**src/rtl/tx_frame_arbiter_if.sv**
```systemverilog
// tx_frame_arbiter_if
//   Bundles the two source FIFO read ports (A and B) and the MAC tx FIFO write
//   port that the frame arbiter sits between.
//   Handshake: a source byte is consumed on a rising clk edge where its rden=1
//   (the FIFO is first-word-fall-through, so dout/sof show the head before the
//   pop); a tx byte is accepted on a rising edge where txff_wr=1, and the
//   arbiter only raises txff_wr while txff_full=0.
//   Modports:
//     master - the arbiter: reads source heads, drives rden and tx writes
//     slave  - the environment: source FIFOs and the MAC tx FIFO
interface tx_frame_arbiter_if;
  logic [7:0] a_dout;
  logic       a_sof;
  logic       a_empty;
  logic       a_rden;
  logic [7:0] b_dout;
  logic       b_sof;
  logic       b_empty;
  logic       b_rden;
  logic [7:0] txff_din;
  logic       txff_wr_sof;
  logic       txff_wr;
  logic       txff_full;

  modport master (
    input  a_dout, a_sof, a_empty,
    output a_rden,
    input  b_dout, b_sof, b_empty,
    output b_rden,
    output txff_din, txff_wr_sof, txff_wr,
    input  txff_full
  );

  modport slave (
    output a_dout, a_sof, a_empty,
    input  a_rden,
    output b_dout, b_sof, b_empty,
    input  b_rden,
    input  txff_din, txff_wr_sof, txff_wr,
    output txff_full
  );
endinterface

```
**src/rtl/tx_frame_arbiter.sv**
```systemverilog
// tx_frame_arbiter
//   Shares the MAC tx FIFO write port between two framed sources, A and B.
//   Each frame is a 2-byte big-endian size header (sof on the first byte)
//   followed by size bytes. Whole frames are granted, the size is checked,
//   legal frames are copied, illegal ones are drained, and frames cut short
//   by an early sof are padded with zeros to their declared size.
//   Ports:
//     clk, reset_n   clock, asynchronous active-low reset
//     jumboframes    selects MAX_JUMBO as the upper size limit
//     bus            source A/B read ports and tx FIFO write port
//     grant          one-hot owner (01 = A, 10 = B), 0 when idle
//     drop_count     frames discarded for illegal size (wraps)
//     sync_count     stray bytes discarded plus truncated frames (wraps)
//     state_dbg      current FSM state
module tx_frame_arbiter #(
  parameter bit PRIO_A    = 1'b0,
  parameter int MIN_SIZE  = 14,
  parameter int MAX_STD   = 1514,
  parameter int MAX_JUMBO = 9014
) (
  input  logic                 clk,
  input  logic                 reset_n,
  input  logic                 jumboframes,
  tx_frame_arbiter_if.master   bus,
  output logic [1:0]           grant,
  output logic [15:0]          drop_count,
  output logic [15:0]          sync_count,
  output logic [3:0]           state_dbg
);

  typedef enum logic [3:0] {
    IDLE, SZ_LO, CHECK, OUT_HI, OUT_LO, FWD, PAD, DROP, DONE
  } state_t;

  state_t      state, state_nxt;
  logic        sel;       // owner of the current frame: 1 = B
  logic        rr_last;   // last served source: 1 = B
  logic [15:0] size;
  logic [13:0] cnt;

  // Head of the granted source
  logic [7:0] cur_dout;
  logic       cur_sof, cur_empty;
  assign cur_dout  = sel ? bus.b_dout  : bus.a_dout;
  assign cur_sof   = sel ? bus.b_sof   : bus.a_sof;
  assign cur_empty = sel ? bus.b_empty : bus.a_empty;

  logic a_req, b_req, win_b;
  assign a_req = !bus.a_empty && bus.a_sof;
  assign b_req = !bus.b_empty && bus.b_sof;
  // B wins if A is not asking, or on a tie in round-robin mode when A was served last
  assign win_b = b_req && (!a_req || (!PRIO_A && !rr_last));

  logic [15:0] limit, cnt_p1;
  logic        size_ok, last_byte;
  assign limit     = jumboframes ? 16'(MAX_JUMBO) : 16'(MAX_STD);
  assign size_ok   = (size >= 16'(MIN_SIZE)) && (size <= limit);
  assign cnt_p1    = {2'b00, cnt} + 16'd1;
  assign last_byte = (cnt_p1 == size);

  logic       a_pop, b_pop, pop_cur, wr, wsof;
  logic [7:0] din;
  logic       take, load_lo, cnt_clr, cnt_inc, drop_inc, done;
  logic [1:0] sync_inc;

  always_comb begin
    state_nxt = state;
    a_pop     = 1'b0;
    b_pop     = 1'b0;
    pop_cur   = 1'b0;
    wr        = 1'b0;
    wsof      = 1'b0;
    din       = 8'h00;
    take      = 1'b0;
    load_lo   = 1'b0;
    cnt_clr   = 1'b0;
    cnt_inc   = 1'b0;
    drop_inc  = 1'b0;
    done      = 1'b0;
    sync_inc  = 2'd0;
    case (state)
      IDLE: begin
        if (a_req || b_req) begin
          take      = 1'b1;
          a_pop     = !win_b;
          b_pop     = win_b;
          state_nxt = SZ_LO;
        end
        // A non-sof head while idle belongs to no frame: discard it
        if (!bus.a_empty && !bus.a_sof) begin
          a_pop    = 1'b1;
          sync_inc = sync_inc + 2'd1;
        end
        if (!bus.b_empty && !bus.b_sof) begin
          b_pop    = 1'b1;
          sync_inc = sync_inc + 2'd1;
        end
      end
      SZ_LO: begin
        if (!cur_empty) begin
          pop_cur   = 1'b1;
          load_lo   = 1'b1;
          state_nxt = CHECK;
        end
      end
      CHECK: begin
        cnt_clr = 1'b1;
        if (size_ok) begin
          state_nxt = OUT_HI;
        end else begin
          drop_inc  = 1'b1;
          state_nxt = DROP;
        end
      end
      OUT_HI: begin
        if (!bus.txff_full) begin
          wr        = 1'b1;
          wsof      = 1'b1;
          din       = size[15:8];
          state_nxt = OUT_LO;
        end
      end
      OUT_LO: begin
        if (!bus.txff_full) begin
          wr        = 1'b1;
          din       = size[7:0];
          state_nxt = (size == 16'd0) ? DONE : FWD;
        end
      end
      FWD: begin
        if (!cur_empty) begin
          if (cur_sof) begin
            // Next frame already started: leave its sof in place, pad this one
            sync_inc  = 2'd1;
            state_nxt = PAD;
          end else if (!bus.txff_full) begin
            pop_cur = 1'b1;
            wr      = 1'b1;
            din     = cur_dout;
            cnt_inc = 1'b1;
            if (last_byte) state_nxt = DONE;
          end
        end
      end
      PAD: begin
        if (!bus.txff_full) begin
          wr      = 1'b1;
          din     = 8'h00;
          cnt_inc = 1'b1;
          if (last_byte) state_nxt = DONE;
        end
      end
      DROP: begin
        if (!cur_empty) begin
          if (cur_sof) begin
            state_nxt = DONE;
          end else begin
            pop_cur = 1'b1;
            cnt_inc = 1'b1;
            if (last_byte) state_nxt = DONE;
          end
        end
      end
      DONE: begin
        done      = 1'b1;
        state_nxt = IDLE;
      end
      default: state_nxt = IDLE;
    endcase
  end

  always_ff @(posedge clk or negedge reset_n) begin
    if (!reset_n) begin
      state      <= IDLE;
      sel        <= 1'b0;
      rr_last    <= 1'b0;
      grant      <= 2'b00;
      size       <= 16'd0;
      cnt        <= 14'd0;
      drop_count <= 16'd0;
      sync_count <= 16'd0;
    end else begin
      state <= state_nxt;
      if (take) begin
        sel        <= win_b;
        grant      <= win_b ? 2'b10 : 2'b01;
        size[15:8] <= win_b ? bus.b_dout : bus.a_dout;
      end
      if (load_lo) size[7:0] <= cur_dout;
      if (cnt_clr)      cnt <= 14'd0;
      else if (cnt_inc) cnt <= cnt + 14'd1;
      if (drop_inc) drop_count <= drop_count + 16'd1;
      sync_count <= sync_count + {14'd0, sync_inc};
      if (done) begin
        rr_last <= sel;
        grant   <= 2'b00;
      end
    end
  end

  // Strobes are held low for the whole time reset is asserted
  assign bus.a_rden      = reset_n & (a_pop | (pop_cur & ~sel));
  assign bus.b_rden      = reset_n & (b_pop | (pop_cur & sel));
  assign bus.txff_wr     = reset_n & wr;
  assign bus.txff_wr_sof = reset_n & wsof;
  assign bus.txff_din    = din;
  assign state_dbg       = state;

endmodule

```
**src/flat_wrapper.sv**
```systemverilog
// flat-port wrapper written by rule: the top's interface ports become plain ports
module tx_frame_arbiter_flat 
#(
  parameter bit PRIO_A    = 1'b0,
  parameter int MIN_SIZE  = 14,
  parameter int MAX_STD   = 1514,
  parameter int MAX_JUMBO = 9014
)
  (clk, reset_n, jumboframes, grant, drop_count, sync_count, state_dbg, bus_a_dout, bus_a_sof, bus_a_empty, bus_a_rden, bus_b_dout, bus_b_sof, bus_b_empty, bus_b_rden, bus_txff_din, bus_txff_wr_sof, bus_txff_wr, bus_txff_full);
  tx_frame_arbiter_if bus_i ();
  input  logic clk;
  input  logic reset_n;
  input  logic jumboframes;
  output logic [1:0] grant;
  output logic [15:0] drop_count;
  output logic [15:0] sync_count;
  output logic [3:0] state_dbg;
  input wire logic [$bits(bus_i.a_dout)-1:0] bus_a_dout;
  input wire logic [$bits(bus_i.a_sof)-1:0] bus_a_sof;
  input wire logic [$bits(bus_i.a_empty)-1:0] bus_a_empty;
  output wire logic [$bits(bus_i.a_rden)-1:0] bus_a_rden;
  input wire logic [$bits(bus_i.b_dout)-1:0] bus_b_dout;
  input wire logic [$bits(bus_i.b_sof)-1:0] bus_b_sof;
  input wire logic [$bits(bus_i.b_empty)-1:0] bus_b_empty;
  output wire logic [$bits(bus_i.b_rden)-1:0] bus_b_rden;
  output wire logic [$bits(bus_i.txff_din)-1:0] bus_txff_din;
  output wire logic [$bits(bus_i.txff_wr_sof)-1:0] bus_txff_wr_sof;
  output wire logic [$bits(bus_i.txff_wr)-1:0] bus_txff_wr;
  input wire logic [$bits(bus_i.txff_full)-1:0] bus_txff_full;
  assign bus_i.a_dout = bus_a_dout;
  assign bus_i.a_sof = bus_a_sof;
  assign bus_i.a_empty = bus_a_empty;
  assign bus_a_rden = bus_i.a_rden;
  assign bus_i.b_dout = bus_b_dout;
  assign bus_i.b_sof = bus_b_sof;
  assign bus_i.b_empty = bus_b_empty;
  assign bus_b_rden = bus_i.b_rden;
  assign bus_txff_din = bus_i.txff_din;
  assign bus_txff_wr_sof = bus_i.txff_wr_sof;
  assign bus_txff_wr = bus_i.txff_wr;
  assign bus_i.txff_full = bus_txff_full;
  tx_frame_arbiter #(.PRIO_A(PRIO_A), .MIN_SIZE(MIN_SIZE), .MAX_STD(MAX_STD), .MAX_JUMBO(MAX_JUMBO)) u_core (.clk(clk), .reset_n(reset_n), .jumboframes(jumboframes), .bus(bus_i), .grant(grant), .drop_count(drop_count), .sync_count(sync_count), .state_dbg(state_dbg));
endmodule
```
**config.mk**
```make
export PLATFORM = sky130hd
export DESIGN_NAME = tx_frame_arbiter_flat
export DESIGN_NICKNAME = d
export VERILOG_FILES = /design/src/rtl/tx_frame_arbiter_if.sv /design/src/rtl/tx_frame_arbiter.sv /design/src/flat_wrapper.sv
export SDC_FILE = /design/constraint.sdc
export NUM_CORES = 1
export LEC_CHECK = 0
export ABC_AREA = 0
export CAP_MARGIN = 15
export CORE_MARGIN = 2
export CORE_UTILIZATION = 29
export CTS_BUF_LIST = sky130_fd_sc_hd__clkbuf_4
export CTS_CLUSTER_SIZE = 12
export DETAILED_ROUTE_END_ITERATION = 10
export PLACE_DENSITY = 0.54
export SLEW_MARGIN = 20
export SYNTH_ARGS = -nofsm -noshare
export SYNTH_HDL_FRONTEND = slang
export SYNTH_SLANG_ARGS = --single-unit
```
**constraint.sdc**
```tcl
create_clock -name clk -period 5.2 [get_ports clk]
set_clock_uncertainty 0.15 [all_clocks]
set_input_delay 1.3 -clock clk [delete_from_list [all_inputs] [get_ports clk]]
set_output_delay 1.3 -clock clk [all_outputs]
set_load 0.01 [all_outputs]
```
# Yosys cells after proc, flatten, opt, wreduce, memory -nomap -nowiden
# Index checks and enable logic that the tools add are counted.
# op_classes
add_sub_neg,5
magnitude_cmp,2
n_eq_ne,15
muxes,58
n_bitwise,9
reduce_logical,21
# op_table
op,count
two-way mux 8 bit,7
two-way mux 4 bit,11
two-way mux 14 bit,3
one-hot mux 4 bit (8 select lines),1
two-way mux 1 bit,24
one-hot mux 8 bit (3 select lines),1
adder 16 x 1 -> 16 bit (second input constant),1
adder 16 x 2 -> 16 bit,1
equality test 16 bit,1
equality test 4 x 3 -> 1 bit (second input constant),4
greater-or-equal comparator 16 x 4 -> 1 bit (second input constant),1
<= comparator 16 bit,1
logical NOT 16 bit,1
adder 14 x 1 -> 15 bit (second input constant),1
adder 14 x 1 -> 14 bit (second input constant),1
two-way mux 2 bit,6
inequality test 2 bit (second input constant),5
equality test 4 x 2 -> 1 bit (second input constant),2
logical NOT 1 bit,7
AND 1 bit,6
logical AND 1 bit,6
one-hot mux 1 bit (3 select lines),2
AND reduction 6 bit,1
equality test 4 x 1 -> 1 bit (second input constant),1
12 further kinds,15
# totals
ff_bits,70
out_inout_bits,50
word_cells,119

# Longest topological paths before layout
# Gate-level depths: netlist of the first run.
# logic_depth
ltp_word,11
ltp_mapped,12
mapped_depth_nobuf,11

# Worst setup path before layout of the first run
# OpenSTA, ideal clock, no wires.
# synth_timing
path_kind,input-to-output
start,in bus_a_sof
end,out bus_b_rden
arrival_time_ns,2.816
t_required_ns,3.750
setup_slack_ns,0.934
cell_stages,7
path_cell_list,mux2_4 nor2_1 or4b_1 clkbuf_1 a21boi_1 a2bb2oi_1 nor2b_1
# synth_via
elab_chain_len,9
word_cells_on_any_way,17
classes_between,9 x mux; 3 x bitwise; 5 x reduce/logical
# synth_rtl
element,line_no,rtl
start: declaration,flat_wrapper.sv:19,input wire logic [$bits(bus_i.a_sof)-1:0] bus_a_sof;
branches (longest 7 deep; another with one-hot mux 1 bit (3 select lines)),n/a,
bitwise OR 1 bit (*),tx_frame_arbiter.sv:203,assign bus.b_rden = reset_n & (b_pop | (pop_cur & sel));
AND 1 bit (*),tx_frame_arbiter.sv:203,
end: declaration,flat_wrapper.sv:25,output wire logic [$bits(bus_i.b_rden)-1:0] bus_b_rden;
# Mark *: on every way between the ends.

# Worst setup path after layout of the first run
# layout_timing
start,in bus_a_sof
end,out bus_txff_din[0]
# layout_via
elab_chain_len,4
# layout_rtl
element,line_no,rtl
two-way mux 1 bit,tx_frame_arbiter.sv:45,assign cur_sof = sel ? bus.b_sof : bus.a_sof;
two-way mux 8 bit,tx_frame_arbiter.sv:132,if (cur_sof) begin
two-way mux 8 bit,tx_frame_arbiter.sv:131,if (!cur_empty) begin
one-hot mux 8 bit (3 select lines),tx_frame_arbiter.sv:81,case (state)
end: declaration,flat_wrapper.sv:26,output wire logic [$bits(bus_i.txff_din)-1:0] bus_txff_din;
# Every way passes these cells.

==> results.sh, run 1 <==
export IMPL_yosysTopAreaCell="dfrtp_1"
export IMPL_clock_path_buffers=2
export IMPL_first_iter_violations=279
export IMPL_fin_crit_sh_pct=97.4
export IMPL_ant_nets=0
export IMPL_hold_violations=0
export IMPL_ys_types=64
export IMPL_tns_ns=0
export IMPL_syn_area_um2=4620
export IMPL_drv_slew=0
export IMPL_leakagePower_nw=2.36
export IMPL_grt_max_degree=51
export IMPL_fin_hold_ws_ns=0.334
export IMPL_power_density_nw_per_um2=421
export IMPL_peakVddDrop_uv=151
export IMPL_grt_pass1_wl_mm=22.0
export IMPL_regArea_um2=1750
export IMPL_crit_fanout=8
export IMPL_wire_per_inst_um=16.6
export IMPL_core_area_um2=15700
export IMPL_worstMarginPinSlew_ns=0.796
export IMPL_syn_to_final_growth_pct=24.4
export IMPL_synth_top_cell_area_share_pct=37.9
export IMPL_grt_overflow=0
export IMPL_finalSetupViolCount=0
export IMPL_die_y_um=130
export IMPL_place_congestion=0.921
export IMPL_clkTransAtPathRegs_ns=0.11
export IMPL_numClockSinks=70
export IMPL_ys_seq_area_share_pct=37.9
export IMPL_port_buffers=73
export IMPL_initial_core_util_pct=29.4
export IMPL_gr_usage_all_layers_pct=16.5
export IMPL_synth_most_common_cell="dfrtp_1"
export IMPL_antenna_found_initial=0
export IMPL_cts_tree="yes"
export IMPL_yosys_warnings=0
export IMPL_grt_pass1_vias=4194
export IMPL_synth_common_cells="dfrtp_1, nand2_1, o21ai_0"
export IMPL_dp_final_hpwl_mm=9.95
export IMPL_critPathArrivalTime_ns=3.62
export IMPL_placed_area_um2=5610
export IMPL_drv_cap=0
export IMPL_async_flop_share_pct=100
export IMPL_n_antenna_cell=0
export IMPL_finalInstanceArea_um2=5750
export IMPL_fin_util_pct=36.6
export IMPL_fmax_mhz=197
export IMPL_wl_mm=13.4
export IMPL_hold_class="reg -> reg"
export IMPL_synth_cells=517
export IMPL_nNetsFinal=626
export IMPL_cts_root_buf="clkbuf_4"
export IMPL_ys_ff_latch=70
export IMPL_fillers=1609
export IMPL_num_rows=46
export IMPL_cp_end_kind="primary output"
export IMPL_ioPinCount=74
export IMPL_synth_nets=555
export IMPL_synth_area_leaders="dfrtp_1, xnor2_1, o21ai_0"
export IMPL_period_needed_ns=5.07
export IMPL_maxSlewHeadroom_pct=45.6
export IMPL_postCtsSetupBuffers=0
export IMPL_die_w_um=130
export IMPL_required_ns=3.75
export IMPL_vias_per_cell=5.21
export IMPL_drc_errors=0
export IMPL_path_class="in -> out"
export IMPL_holdBufCountCts=0
export IMPL_first_pass_iters=4
export IMPL_dieArea_um2=17000
export IMPL_cts_buffers=9
export IMPL_synth_main_ff_cell="dfrtp_1"
export IMPL_rsz0062_at_grt="no"
export IMPL_avgSynthCellArea_um2=8.93
export IMPL_ctsResizeCount=0
export IMPL_htreeDepth=3
export IMPL_synth_edf_count=0
export IMPL_via_count=4217
export IMPL_outcome="finished, final reports clean"
export IMPL_clk_latency_ns=0.44
export IMPL_drive_above_1_share_pct=7.76
export IMPL_multiInputGateArea_um2=2680
export IMPL_start_kind="input port"
## per-stage QoR
stage	worst slack (ns)	total power [mW]	cells
2_1_floorplan	0.934	1.61	517
4_1_cts	0.135	2.44	809
6_report	0.134	2.42	809
5_1_grt	0.0465	2.61	809
3_5_place_dp	0.149	2.07	793
3_3_place_gp	0.179	2.04	793
## logic make-up (layout without fill, tap and decap cells)
family,Yosys count,in the layout,share of synthesized area [%]
adder cells (fa/ha/maj),14,14,3.96
flip-flops,70,70,37.9
multiplexers,22,22,4.93
AND/OR/NAND/NOR,198,198,23.1
buffers and inverters,44,120,4.06
XOR/XNOR,50,50,9.48
AO/OA/AOI/OAI,119,119,16.6
## worst paths after layout
path / start / end / slack [ns] / cells after the start
min reg2reg: u_core.sync_count[15]$_DFF_PN0_ / u_core.sync_count[15]$_DFF_PN0_ / 0.33 / 1
max in group asynchronous: reset_n / u_core.drop_count[15]$_DFFE_PN0P_ / 3.33 / 2
max: bus_a_sof / bus_txff_din[0] / 0.13 / 7
max reg2reg: u_core.state_dbg[2]$_DFFE_PN0P_ / u_core.sync_count[14]$_DFF_PN0_ / 2.14 / 10
min: u_core.sync_count[15]$_DFF_PN0_ / u_core.sync_count[15]$_DFF_PN0_ / 0.33 / 1
min in group asynchronous: reset_n / u_core.sync_count[0]$_DFF_PN0_ / 0.60 / 1
## area by class of cell
type	count	share of cell area, %
clock buffers	10	1.31
clock inverters	6	1.09
inverters	14	0.914
multi-input cells	403	46.6
flip-flops and latches	70	30.5
well taps	216	4.70
repair buffers	90	14.9
## sequential cells by signal (all words and copies together) (netlist names)
| name | flops |
|---|---|
| u_core.grant | 2 |
| u_core.drop_count | 16 |
| u_core.sel | 1 |
| u_core.sync_count | 16 |
| u_core.size | 16 |
| u_core.rr_last | 1 |
| u_core.cnt | 14 |
| u_core.state_dbg | 4 |
## worst max-delay path, stage by stage
cell             delay [ns]
clkdlybuf4s50_1        0.43
mux2_4                 0.28
nor2_1                 0.12
or4b_1                 0.48
buf_4                  0.19
o21ai_0                0.23
clkdlybuf4s50_1        0.58
## routing by layer
layer	track usage [%]	wire length, um	vias up
li1	-	-	2033
met1	20.8	5920	2042
met2	27.0	6500	123
met3	4.76	815	19
met4	5.88	185	0
met5	0	0	-
## power breakdown
part,switching (mW),internal [mW],leakage [nW]
Combinational,0.643,0.512,1.36
Sequential,0.241,0.667,0.929
Clock,0.207,0.151,0.0801
## cells in the final DEF (no fill, tap or decap), types with 4 or more instances in the layout
master           count
and3_1              17
and4_1               4
a2111oi_0            4
nand2b_1             7
nor3_1              16
a21oi_1             12
xor2_1              16
nor2b_1              5
a22oi_1             11
ha_1                13
nand3_1             24
o211ai_1             7
buf_4               18
nand4_1             14
clkbuf_4            10
dfrtp_1             70
mux2i_1             19
nor2_1              25
nor4_1              12
inv_1               14
xnor2_1             34
nand2_1             55
o21ai_0             50
clkdlybuf4s50_1     72
Note: power is estimated with default switching activity, not from simulation.
==> run 2: changes to the inputs <==
--- a/config.mk
+++ b/config.mk
@@ -6,6 +6,7 @@
 export NUM_CORES = 1
 export LEC_CHECK = 0
 export ABC_AREA = 0
+export ABC_CLOCK_PERIOD_IN_PS = 5200
 export CAP_MARGIN = 15
 export CORE_MARGIN = 2
 export CORE_UTILIZATION = 29
==> results of run 2 <==
The final DEF is identical to that of run 1; final timing and power are the same.
==> run 3: changes to the inputs <==
--- a/config.mk
+++ b/config.mk
@@ -6,7 +6,7 @@
 export NUM_CORES = 1
 export LEC_CHECK = 0
 export ABC_AREA = 0
-export ABC_CLOCK_PERIOD_IN_PS = 5200
+export ABC_CLOCK_PERIOD_IN_PS = 4400
 export CAP_MARGIN = 15
 export CORE_MARGIN = 2
 export CORE_UTILIZATION = 29
==> constraint.sdc (replaced) <==
create_clock -name clk -period 4.4 [get_ports clk]
set_clock_uncertainty 0.15 [all_clocks]
set_input_delay 1.1 -clock clk [delete_from_list [all_inputs] [get_ports clk]]
set_output_delay 1.1 -clock clk [all_outputs]
set_load 0.01 [all_outputs]
==> run 3 against run 2 <==
Global-route usage shrank 0.15 points. Sequential power grew 15%. Flip-flop and latch count is the same. Die area is the same. Largest power group unchanged.
==> results.sh, run 3 (synthesis results as in run 1) <==
export IMPL_place_congestion=0.869
export IMPL_initial_core_util_pct=29.4
export IMPL_worstMarginPinSlew_ns=0.857
export IMPL_dp_final_hpwl_mm=9.87
export IMPL_n_antenna_cell=0
export IMPL_hold_class="reg -> reg"
export IMPL_start_kind="input port"
export IMPL_clkTransAtPathRegs_ns=0.11
export IMPL_grt_pass1_vias=4296
export IMPL_layout_common_cells="dfrtp_1, clkdlybuf4s50_1, nand2_1"
export IMPL_ctsResizeCount=13
export IMPL_vias_per_cell=5.18
export IMPL_required_ns=3.15
export IMPL_period_needed_ns=4.33
export IMPL_timing_hold_worst_path_depth=1
export IMPL_via_count=4240
export IMPL_numClockSinks=70
export IMPL_reg2reg_depth=6
export IMPL_core_area_um2=15700
export IMPL_crit_chain="clkdlybuf4s50_1, mux2_4, nor2_2, or4b_4, buf_4, o21ai_1, dlygate4sd2_1"
export IMPL_first_iter_violations=264
export IMPL_critPathSlowestCell="or4b_4"
export IMPL_leakagePower_nw=2.46
export IMPL_cts_tree="yes"
export IMPL_clk_latency_ns=0.44
export IMPL_grt_pass1_wl_mm=22.0
export IMPL_hold_violations=0
export IMPL_cp_slowest_stage_delay_ns=0.48
export IMPL_wire_per_inst_um=16.2
export IMPL_fin_crit_sh_pct=98.5
export IMPL_fin_util_pct=37.1
export IMPL_num_rows=46
export IMPL_holdBufCountCts=0
export IMPL_multiInputGateArea_um2=2690
export IMPL_port_buffers=73
export IMPL_finalSetupViolCount=0
export IMPL_htreeDepth=3
export IMPL_critPathArrivalTime_ns=3.08
export IMPL_drv_cap=0
export IMPL_total_power_mw=2.97
export IMPL_crit_fanout=8
export IMPL_antenna_found_initial=0
export IMPL_peakVddDrop_uv=181
export IMPL_layout_commonest_cell="dfrtp_1"
export IMPL_power_density_nw_per_um2=509
export IMPL_die_y_um=130
export IMPL_fmax_mhz=231
export IMPL_gr_usage_all_layers_pct=16.3
export IMPL_fillers=1603
export IMPL_first_pass_iters=4
export IMPL_path_class="in -> out"
export IMPL_cts_buffers=9
export IMPL_crit_cells=7
export IMPL_outcome="finished, final reports clean"
export IMPL_critPathBufInv=3
export IMPL_ant_nets=0
export IMPL_cp_end_kind="primary output"
export IMPL_dieArea_um2=17000
export IMPL_syn_to_final_growth_pct=26.3
export IMPL_ioPinCount=74
export IMPL_cts_root_buf="clkbuf_4"
export IMPL_die_w_um=130
export IMPL_fin_hold_ws_ns=0.338
export IMPL_grt_overflow=0
export IMPL_grt_max_degree=51
export IMPL_nNetsFinal=635
export IMPL_top_regs="u_core.drop_count (16), u_core.size (16), u_core.sync_count (16)"
export IMPL_clock_path_buffers=2
export IMPL_maxSlewHeadroom_pct=41.4
export IMPL_regArea_um2=1750
export IMPL_drv_slew=0
export IMPL_wl_mm=13.2
export IMPL_drc_errors=0
export IMPL_drive_above_1_share_pct=9.80
export IMPL_postCtsSetupBuffers=0
export IMPL_cp_top_family="buffers and inverters"
## run 3: cell count changes in the layout (fill, tap and decap cells not counted), moves of 2 or more
cell and delta:
buf_4 +9, clkbuf_2 +2, clkdlybuf4s15_1 +2, clkdlybuf4s50_1 -11, clkinv_2 -3, dlygate4sd2_1 +7
## run 3: path summary, 6_finish.rpt
path / start / end / slack [ns]
worst min-delay path: u_core.drop_count[15]$_DFFE_PN0P_ / u_core.drop_count[15]$_DFFE_PN0P_ / 0.34
min in group asynchronous: reset_n / u_core.sync_count[0]$_DFF_PN0_ / 0.39
worst max-delay path: bus_a_sof / bus_txff_din[0] / 0.07
max in group asynchronous: reset_n / u_core.drop_count[0]$_DFFE_PN0P_ / 2.73
worst min register to register: u_core.drop_count[15]$_DFFE_PN0P_ / u_core.drop_count[15]$_DFFE_PN0P_ / 0.34
worst max register to register: u_core.cnt[0]$_DFFE_PN0P_ / u_core.state_dbg[0]$_DFFE_PN0P_ / 1.31
## run 3: area by class of cell
cell class	count	area share, %
Timing Repair Buffer	99	15.5
Clock inverter	6	1.63
Multi-Input combinational cell	403	46.0
Clock buffer	10	1.29
Tap cell	216	4.63
Inverter	14	0.901
Sequential cell	70	30.0
## run 3: routing by layer
| metal | share of wire, % | vias to the layer above | GRT usage (%) |
|---|---|---|---|
| met5 | 0 | - | 0 |
| met1 | 44 | 2064 | 21.0 |
| met4 | 2.5 | 0 | 6.01 |
| met2 | 48 | 108 | 26.9 |
| li1 | - | 2045 | - |
| met3 | 4.9 | 23 | 3.73 |
## run 3: power by group
part / switching [mW] / internal, mW / total (mW)
combinational: 0.800 / 0.626 / 1.43
clock: 0.267 / 0.242 / 0.509
sequential: 0.247 / 0.788 / 1.04
total: 1.31 / 1.66 / 2.97
## run 3: stage by stage
step / instances / cell area, um2 / TNS [ns] / setup slack [ns]
2_1_floorplan: 517 / 4620 / 0 / 0.534
3_3_place_gp: 802 / 5680 / -1.79 / -0.227
3_5_place_dp: 802 / 5680 / -2.05 / -0.284
4_1_cts: 818 / 5840 / 0 / 0.0315
5_1_grt: 818 / 5830 / -0.0359 / -0.0125
6_report: 818 / 5830 / 0 / 0.0669
